## src/rtl/ram_lru_reader.sv

```systemverilog
// ram_lru_reader
// Consumer-side sequencer for the triple-buffered LRU pixel RAM. A start
// pulse scans one buffer: read addresses 0..DEPTH-1 are issued against the
// RAM read port, and returning words are passed through a small
// first-word-fall-through skid FIFO onto a valid/ready stream. When the last
// word has been accepted downstream, read_done pulses for one cycle so the
// LRU block can swap in the freshest buffer. One GUARD cycle follows before
// a new start is honoured.
//
// Ports
//   clk, nrst       clock, asynchronous active-low reset
//   start_i         single-cycle scan request (honoured in IDLE only)
//   read_addr_o     RAM read address (holds last issued address when idle)
//   read_data_i     RAM read data, valid RD_LATENCY cycles after the address
//   read_done_o     one-cycle pulse: buffer fully consumed
//   out_data_o      pixel word to downstream
//   out_valid_o     out_data_o valid
//   out_ready_i     downstream accepts on out_valid_o & out_ready_i
//   busy_o          scan in progress (FETCH or DRAIN)
//   overrun_cnt_o   (only with RAM_READER_OVERRUN_EN defined) saturating
//                   count of start pulses seen outside IDLE
//
// Optional feature macro: RAM_READER_OVERRUN_EN
module ram_lru_reader #(
    parameter int ADDR_W     = 7,
    parameter int DATA_W     = 24,
    parameter int DEPTH      = 128,
    parameter int RD_LATENCY = 1,
    parameter int FIFO_DEPTH = RD_LATENCY + 2
) (
    input  logic              clk,
    input  logic              nrst,
    input  logic              start_i,
    output logic [ADDR_W-1:0] read_addr_o,
    input  logic [DATA_W-1:0] read_data_i,
    output logic              read_done_o,
    output logic [DATA_W-1:0] out_data_o,
    output logic              out_valid_o,
    input  logic              out_ready_i,
    output logic              busy_o
`ifdef RAM_READER_OVERRUN_EN
    ,
    output logic [15:0]       overrun_cnt_o
`endif
);

    localparam int CNT_W = $clog2(FIFO_DEPTH) + 1;
    localparam int PTR_W = $clog2(FIFO_DEPTH);
    localparam int AW1   = ADDR_W + 1;
    localparam int CW1   = CNT_W + 1;

    localparam logic [AW1-1:0]   LAST_ADDR  = AW1'(DEPTH - 1);
    localparam logic [CNT_W-1:0] FIFO_FULL  = CNT_W'(FIFO_DEPTH);
    localparam logic [CW1-1:0]   CREDIT_LIM = CW1'(FIFO_DEPTH);
    localparam logic [PTR_W-1:0] PTR_LAST   = PTR_W'(FIFO_DEPTH - 1);

    typedef enum logic [2:0] {
        S_IDLE  = 3'd0,
        S_FETCH = 3'd1,
        S_DRAIN = 3'd2,
        S_DONE  = 3'd3,
        S_GUARD = 3'd4
    } state_t;

    state_t               state_q, state_d;
    logic [AW1-1:0]       addr_cnt_q, addr_cnt_d;
    logic [ADDR_W-1:0]    last_addr_q, last_addr_d;
    logic [RD_LATENCY-1:0] tag_q, tag_d;
    logic [CNT_W-1:0]     in_flight_q, in_flight_d;
    logic [CNT_W-1:0]     fifo_cnt_q, fifo_cnt_d;
    logic [PTR_W-1:0]     wr_ptr_q, wr_ptr_d;
    logic [PTR_W-1:0]     rd_ptr_q, rd_ptr_d;
    logic [DATA_W-1:0]    fifo_mem_q [FIFO_DEPTH];
    logic                 busy_q, busy_d;
    logic                 read_done_q, read_done_d;

    logic                 credit_s;
    logic                 issue_s;
    logic                 last_issue_s;
    logic                 push_s;
    logic                 empty_s;
    logic                 full_s;
    logic                 out_valid_s;
    logic [DATA_W-1:0]    out_data_s;
    logic                 pop_s;
    logic                 pop_fifo_s;
    logic                 store_s;

    // Circular pointer increment for a FIFO whose depth need not be a power of two.
    function automatic logic [PTR_W-1:0] ptr_inc(input logic [PTR_W-1:0] p);
        if (p == PTR_LAST) begin
            return {PTR_W{1'b0}};
        end else begin
            return p + PTR_W'(1);
        end
    endfunction

    // Issue credit, RAM-return tagging and the fall-through stream interface.
    always_comb begin
        push_s       = tag_q[RD_LATENCY-1];
        empty_s      = (fifo_cnt_q == {CNT_W{1'b0}});
        full_s       = (fifo_cnt_q == FIFO_FULL);
        // Reads in flight reserve FIFO space so a returning word always has a slot.
        credit_s     = ({1'b0, in_flight_q} + {1'b0, fifo_cnt_q}) < CREDIT_LIM;
        issue_s      = (state_q == S_FETCH) && credit_s;
        last_issue_s = issue_s && (addr_cnt_q == LAST_ADDR);
        // A word returning into an empty FIFO is presented in the same cycle.
        out_valid_s  = !empty_s || push_s;
        if (!empty_s) begin
            out_data_s = fifo_mem_q[rd_ptr_q];
        end else if (push_s) begin
            out_data_s = read_data_i;
        end else begin
            out_data_s = {DATA_W{1'b0}};
        end
        pop_s      = out_valid_s && out_ready_i;
        pop_fifo_s = pop_s && !empty_s;
        // A word that bypasses straight to an accepting sink is never stored.
        store_s    = push_s && !(empty_s && pop_s);
    end

    // Next-state for FIFO pointers, occupancy, in-flight count and tag pipe.
    always_comb begin
        wr_ptr_d    = wr_ptr_q;
        rd_ptr_d    = rd_ptr_q;
        in_flight_d = in_flight_q;
        fifo_cnt_d  = fifo_cnt_q;
        tag_d       = {RD_LATENCY{1'b0}};

        if (store_s) begin
            wr_ptr_d = ptr_inc(wr_ptr_q);
        end else begin
            wr_ptr_d = wr_ptr_q;
        end

        if (pop_fifo_s) begin
            rd_ptr_d = ptr_inc(rd_ptr_q);
        end else begin
            rd_ptr_d = rd_ptr_q;
        end

        if (issue_s && !push_s) begin
            in_flight_d = in_flight_q + CNT_W'(1);
        end else if (!issue_s && push_s) begin
            in_flight_d = in_flight_q - CNT_W'(1);
        end else begin
            in_flight_d = in_flight_q;
        end

        if (store_s && !pop_fifo_s) begin
            fifo_cnt_d = fifo_cnt_q + CNT_W'(1);
        end else if (!store_s && pop_fifo_s) begin
            fifo_cnt_d = fifo_cnt_q - CNT_W'(1);
        end else begin
            fifo_cnt_d = fifo_cnt_q;
        end

        tag_d[0] = issue_s;
        for (int i = 1; i < RD_LATENCY; i++) begin
            tag_d[i] = tag_q[i-1];
        end
    end

    // Address counter and the address held on the RAM port between issues.
    always_comb begin
        addr_cnt_d  = addr_cnt_q;
        last_addr_d = last_addr_q;
        if ((state_q == S_IDLE) && start_i) begin
            addr_cnt_d  = {AW1{1'b0}};
            last_addr_d = {ADDR_W{1'b0}};
        end else if (issue_s) begin
            addr_cnt_d  = addr_cnt_q + AW1'(1);
            last_addr_d = addr_cnt_q[ADDR_W-1:0];
        end else begin
            addr_cnt_d  = addr_cnt_q;
            last_addr_d = last_addr_q;
        end
    end

    // Scan sequencer next state plus registered status outputs.
    always_comb begin
        state_d = state_q;
        case (state_q)
            S_IDLE: begin
                if (start_i) begin
                    state_d = S_FETCH;
                end else begin
                    state_d = S_IDLE;
                end
            end
            S_FETCH: begin
                if (last_issue_s) begin
                    state_d = S_DRAIN;
                end else begin
                    state_d = S_FETCH;
                end
            end
            S_DRAIN: begin
                // Every address has been issued, so nothing in flight and an
                // empty FIFO means the final word has already been accepted.
                if ((in_flight_q == {CNT_W{1'b0}}) && empty_s) begin
                    state_d = S_DONE;
                end else begin
                    state_d = S_DRAIN;
                end
            end
            S_DONE:  state_d = S_GUARD;
            S_GUARD: state_d = S_IDLE;
            default: state_d = S_IDLE;
        endcase
        busy_d      = (state_d == S_FETCH) || (state_d == S_DRAIN);
        read_done_d = (state_d == S_DONE);
    end

    // Control and status registers.
    always_ff @(posedge clk or negedge nrst) begin
        if (!nrst) begin
            state_q     <= S_IDLE;
            addr_cnt_q  <= {AW1{1'b0}};
            last_addr_q <= {ADDR_W{1'b0}};
            tag_q       <= {RD_LATENCY{1'b0}};
            in_flight_q <= {CNT_W{1'b0}};
            fifo_cnt_q  <= {CNT_W{1'b0}};
            wr_ptr_q    <= {PTR_W{1'b0}};
            rd_ptr_q    <= {PTR_W{1'b0}};
            busy_q      <= 1'b0;
            read_done_q <= 1'b0;
        end else begin
            state_q     <= state_d;
            addr_cnt_q  <= addr_cnt_d;
            last_addr_q <= last_addr_d;
            tag_q       <= tag_d;
            in_flight_q <= in_flight_d;
            fifo_cnt_q  <= fifo_cnt_d;
            wr_ptr_q    <= wr_ptr_d;
            rd_ptr_q    <= rd_ptr_d;
            busy_q      <= busy_d;
            read_done_q <= read_done_d;
        end
    end

    // Skid FIFO storage.
    always_ff @(posedge clk or negedge nrst) begin
        if (!nrst) begin
            for (int i = 0; i < FIFO_DEPTH; i++) begin
                fifo_mem_q[i] <= {DATA_W{1'b0}};
            end
        end else if (store_s) begin
            fifo_mem_q[wr_ptr_q] <= read_data_i;
        end else begin
            fifo_mem_q <= fifo_mem_q;
        end
    end

`ifdef RAM_READER_OVERRUN_EN
    logic [15:0] overrun_q;

    // Saturating count of start pulses that arrive while a scan is not idle.
    always_ff @(posedge clk or negedge nrst) begin
        if (!nrst) begin
            overrun_q <= 16'h0000;
        end else if (start_i && (state_q != S_IDLE) && (overrun_q != 16'hFFFF)) begin
            overrun_q <= overrun_q + 16'h0001;
        end else begin
            overrun_q <= overrun_q;
        end
    end

    assign overrun_cnt_o = overrun_q;
`endif

    assign read_addr_o = issue_s ? addr_cnt_q[ADDR_W-1:0] : last_addr_q;
    assign out_valid_o = out_valid_s;
    assign out_data_o  = out_data_s;
    assign read_done_o = read_done_q;
    assign busy_o      = busy_q;

    ram_lru_reader_chk #(
        .CNT_W      (CNT_W),
        .FIFO_DEPTH (FIFO_DEPTH)
    ) u_chk (
        .clk        (clk),
        .nrst       (nrst),
        .push_i     (push_s),
        .full_i     (full_s),
        .fifo_cnt_i (fifo_cnt_q)
    );

endmodule

// ram_lru_reader_chk
// Invariant checks for the reader's skid FIFO: no word may return into a
// full FIFO, and occupancy never exceeds its depth.
// Ports: clk, nrst, push_i (word returning from RAM), full_i (FIFO full),
// fifo_cnt_i (current occupancy).
module ram_lru_reader_chk #(
    parameter int CNT_W      = 3,
    parameter int FIFO_DEPTH = 3
) (
    input  logic             clk,
    input  logic             nrst,
    input  logic             push_i,
    input  logic             full_i,
    input  logic [CNT_W-1:0] fifo_cnt_i
);

    localparam logic [CNT_W-1:0] CNT_MAX = CNT_W'(FIFO_DEPTH);

    a_no_overflow: assert property (@(posedge clk) disable iff (!nrst) !(push_i && full_i));
    a_cnt_bound:   assert property (@(posedge clk) disable iff (!nrst) fifo_cnt_i <= CNT_MAX);

endmodule

```

## config.mk

```make
export PLATFORM = sky130hd
export DESIGN_NAME = ram_lru_reader
export DESIGN_NICKNAME = d
export VERILOG_FILES = /design/src/rtl/ram_lru_reader.sv
export SDC_FILE = /design/constraint.sdc
export NUM_CORES = 1
export LEC_CHECK = 0
export ABC_AREA = 1
export CAP_MARGIN = 20
export CORE_ASPECT_RATIO = 0.75
export CORE_MARGIN = 5
export CORE_UTILIZATION = 51
export CTS_CLUSTER_DIAMETER = 60
export DETAILED_ROUTE_END_ITERATION = 16
export PLACE_DENSITY = 0.83
export REMOVE_ABC_BUFFERS = 1
export SYNTH_ARGS = -nofsm -noshare
export SYNTH_HDL_FRONTEND = slang
export SYNTH_SLANG_ARGS = --single-unit
```

## constraint.sdc

```tcl
create_clock -name clk -period 2.81 [get_ports clk]
set_clock_uncertainty 0.15 [all_clocks]
set_input_delay 0.4215 -clock clk [delete_from_list [all_inputs] [get_ports clk]]
set_output_delay 0.4215 -clock clk [all_outputs]
set_load 0.02 [all_outputs]
```

==> impl_metrics.json <==
{
  "violations": "negative setup slack",
  "viasPerCell": 5.467,
  "synth_area_per_cell_um2": 8.951,
  "irDropWorstVdd_mv": 1.306,
  "drcViolationCount": 0,
  "switching_share_pct": 45.10,
  "clk_latency_ns": 0.35,
  "core_um2": 10250,
  "io_pins": 62,
  "r2r_setup_slack_ns": -0.08,
  "gp_congestion": 0.8580,
  "ant_nets": 0,
  "period_share_pct": 102.8,
  "p_per_area_nw_per_um2": 1459,
  "cts_tree": "yes",
  "grt_overflow": 0,
  "die-area_um2": 12650,
  "grt_pass1_vias": 4609,
  "cts_sinks": 103,
  "die_w_um": 128.2,
  "fin_cells": 810,
  "reg2reg_from": "fifo_cnt_q[0]",
  "drtIter0Drc": 396,
  "min_path_type": "reg2reg",
  "crit_family": "adder cells",
  "start_util_pct": 52.14,
  "path_max_fanout": 7,
  "worst_pin_slew_ns": 0.6447,
  "dp.cells": 786,
  "path_cells": "ha_2, inv_2, fa_1, inv_1, nand2_1, nand3_2, nor2_4, nand2_4, inv_4, buf_6, ha_4, inv_4, fa_2, nor2_2, nor2_2, nand2_1, xor2_1",
  "highest_layer": "met4",
  "cpMaxStageDelayCell": "fa_1",
  "cp_num_buf_inv": 5,
  "placed_area_um2": 6082,
  "drive_gt1_share_pct": 22.26,
  "setup_viol": 8,
  "final_nets": 705,
  "clockRootBuffer": "clkbuf_16",
  "hold_violations": 0,
  "hold_ws_ns": 0.3022,
  "ys_warn_count": 0,
  "ys_ff_latch": 103,
  "switching_power_mw": 4.314,
  "gr-usage-all-layers_pct": 21.21,
  "cts_max_path_buffers": 2,
  "hold_depth": 1,
  "met3_length_um": 673,
  "port_buffers": 61,
  "antenna_found_initial": 0,
  "fin_util_pct": 63.98,
  "post_drt_wl_per_cell_um": 16.09,
  "max_stage_delay_ns": 0.47,
  "cp.arrival_ns": 3.01,
  "outcome": "complete, but fails checks",
  "diodes": 0,
  "yosysUniqueCellTypes": 30,
  "leakagePower_nw": 3.089,
  "syn-instance-count": 597,
  "m1WireLength_um": 5655,
  "h-tree-depth": 3,
  "intPower_mw": 5.251,
  "row_count": 32,
  "wl_um": 13030,
  "grt_max_degree": 50,
  "rsz0062_at_grt": "true",
  "slew_violations": 0,
  "setup_ws_ns": -0.07930,
  "pwr-share-clk_pct": 13.6,
  "seq_power_share_pct": 26.5,
  "critical_path_class": "reg2reg",
  "fp.dieH_um": 98.65,
  "syn-cell-area_um2": 5344,
  "worstPathRequired_ns": 2.93,
  "syn2layout_area_growth_pct": 22.71,
  "ys_seq_area_share_pct": 48.23,
  "relSlewSlack_pct": 57.02,
  "dr.pass1.iters": 5,
  "path_depth": 17,
  "path_clk_slew_ns": 0.07,
  "hp-start": "state_q[2]",
  "vias": 4428,
  "post-dp-hpwl_um": 8226,
  "max_freq_ghz": 0.3461,
  "cp-startpoint": "fifo_cnt_q[0]",
  "maxCapViolCount": 0,
  "grt_pass1_wl_um": 21690,
  "wl_met2_um": 6354,
  "layout_min_cycle_time_ns": 2.889,
  "numCtsBuffers": 9,
  "end_kind": "register",
  "start_kind": "register",
  "pwr-share-comb_pct": 60.0,
  "stdcell_area_um2": 6558,
  "worstRegToRegCells": 17
}
per-layer routing:
metal  track usage (%)  vias to the layer above
met3             4.605                       30
met4             8.728                        0
met1             27.70                     2146
li1                  -                     2102
met5                 0                        -
met2             34.37                      150
registers in the layout, indices dropped and copies added (netlist names):
name and count:
fifo_mem_q 72, addr_cnt_q 8, last_addr_q 7, fifo_cnt_q 3, in_flight_q 3, state_q 3, rd_ptr_q 2, wr_ptr_q 2
busy_o 1, push_s 1, read_done_o 1
synthesized netlist by cell type:
cell	n	area share [%]
a21oi_1	31	2.9
a41oi_1	4	0.66
a41oi_2	20	6.1
buf_12	4	1.5
buf_2	16	1.5
buf_4	2	0.28
buf_6	4	0.84
buf_8	1	0.28
clkbuf_1	4	0.28
dfrtp_1	103	48
fa_1	3	1.1
ha_1	5	1.2
inv_1	61	4.3
inv_2	5	0.35
inv_4	1	0.12
nand2_1	175	12
nand2_2	14	1.6
nand3_1	14	1.3
nand3_2	1	0.19
nand3_4	3	0.98
nand4_1	1	0.12
nand4_2	1	0.23
nor2_1	18	1.3
nor2_2	5	0.59
nor3_1	4	0.37
o21ai_0	50	4.7
o21ai_1	14	1.3
o21ai_2	26	4.3
xnor2_1	2	0.33
xor2_1	5	0.82
cell type report:
class,count,area (µm²)
clock inverter,5,63.81
fill,801,3692
sequential,103,2577
clock buffer,11,242.7
inverter,67,259.0
timing repair buffer,91,868.3
multi-input combinational,397,2376
tap,136,170.2
what timing repair did:
item	CTS	global route
cloned	1	0
setup buffers	4	2
gates resized for setup	84	13
hold endpoints to repair	46	0
setup endpoints to repair	30	11
hold buffers	1	0
pin swaps	11	8
power groups by stage:
stage / clock network [mW] / registers [mW] / logic (mW)
6_report: 1.30 / 2.53 / 5.74
5_1_grt: 1.38 / 2.60 / 6.22
4_1_cts: 1.32 / 2.51 / 5.51
3_5_place_dp: 0 / 2.53 / 5.08
3_3_place_gp: 0 / 2.50 / 4.91
2_1_floorplan: 0 / 2.49 / 3.04
worst paths after layout:
path,endpoint
setup / recovery,in_flight_q[2]
min in group asynchronous,last_addr_q[4]
setup reg to reg,in_flight_q[2]
hold / removal,state_q[2]
hold reg to reg,state_q[2]
max in group asynchronous,fifo_mem_q[67]
metrics by stage:
stage	worst slack [ns]	power [mW]	setup TNS, ns
after CTS	-0.06953	9.334	-0.2513
after floorplan	0.01723	5.535	0
after detailed placement	-0.1784	7.601	-1.264
after global routing	-0.2105	10.19	-1.366
final	-0.07930	9.565	-0.4732
after global placement	-0.1003	7.407	-0.5423
logic make-up after synthesis:
kind of cell	Yosys count	share of synthesized area, %
AND/OR/NAND/NOR	236	18.99
AO/OA/AOI/OAI	145	19.90
flip-flops	103	48.23
buffers and inverters	98	9.436
adder cells (fa/ha/maj)	8	2.295
XOR/XNOR	7	1.147
placed cells by master (no fill, tap or decap), types with 6 or more instances in the layout:
| cell type | Yosys | final |
|---|---|---|
| a21oi_1 | 31 | 31 |
| a41oi_2 | 20 | 20 |
| buf_4 | 2 | 27 |
| buf_6 | 4 | 6 |
| clkbuf_16 | 0 | 9 |
| clkdlybuf4s50_1 | 0 | 29 |
| dfrtp_1 | 103 | 103 |
| dlygate4sd2_1 | 0 | 22 |
| inv_1 | 61 | 56 |
| inv_2 | 5 | 8 |
| nand2_1 | 175 | 170 |
| nand2_2 | 14 | 16 |
| nand3_1 | 14 | 13 |
| nor2_1 | 18 | 16 |
| nor2_2 | 5 | 6 |
| o21ai_0 | 50 | 50 |
| o21ai_1 | 14 | 9 |
| o21ai_2 | 26 | 29 |
(Power assumes the default switching activity.)
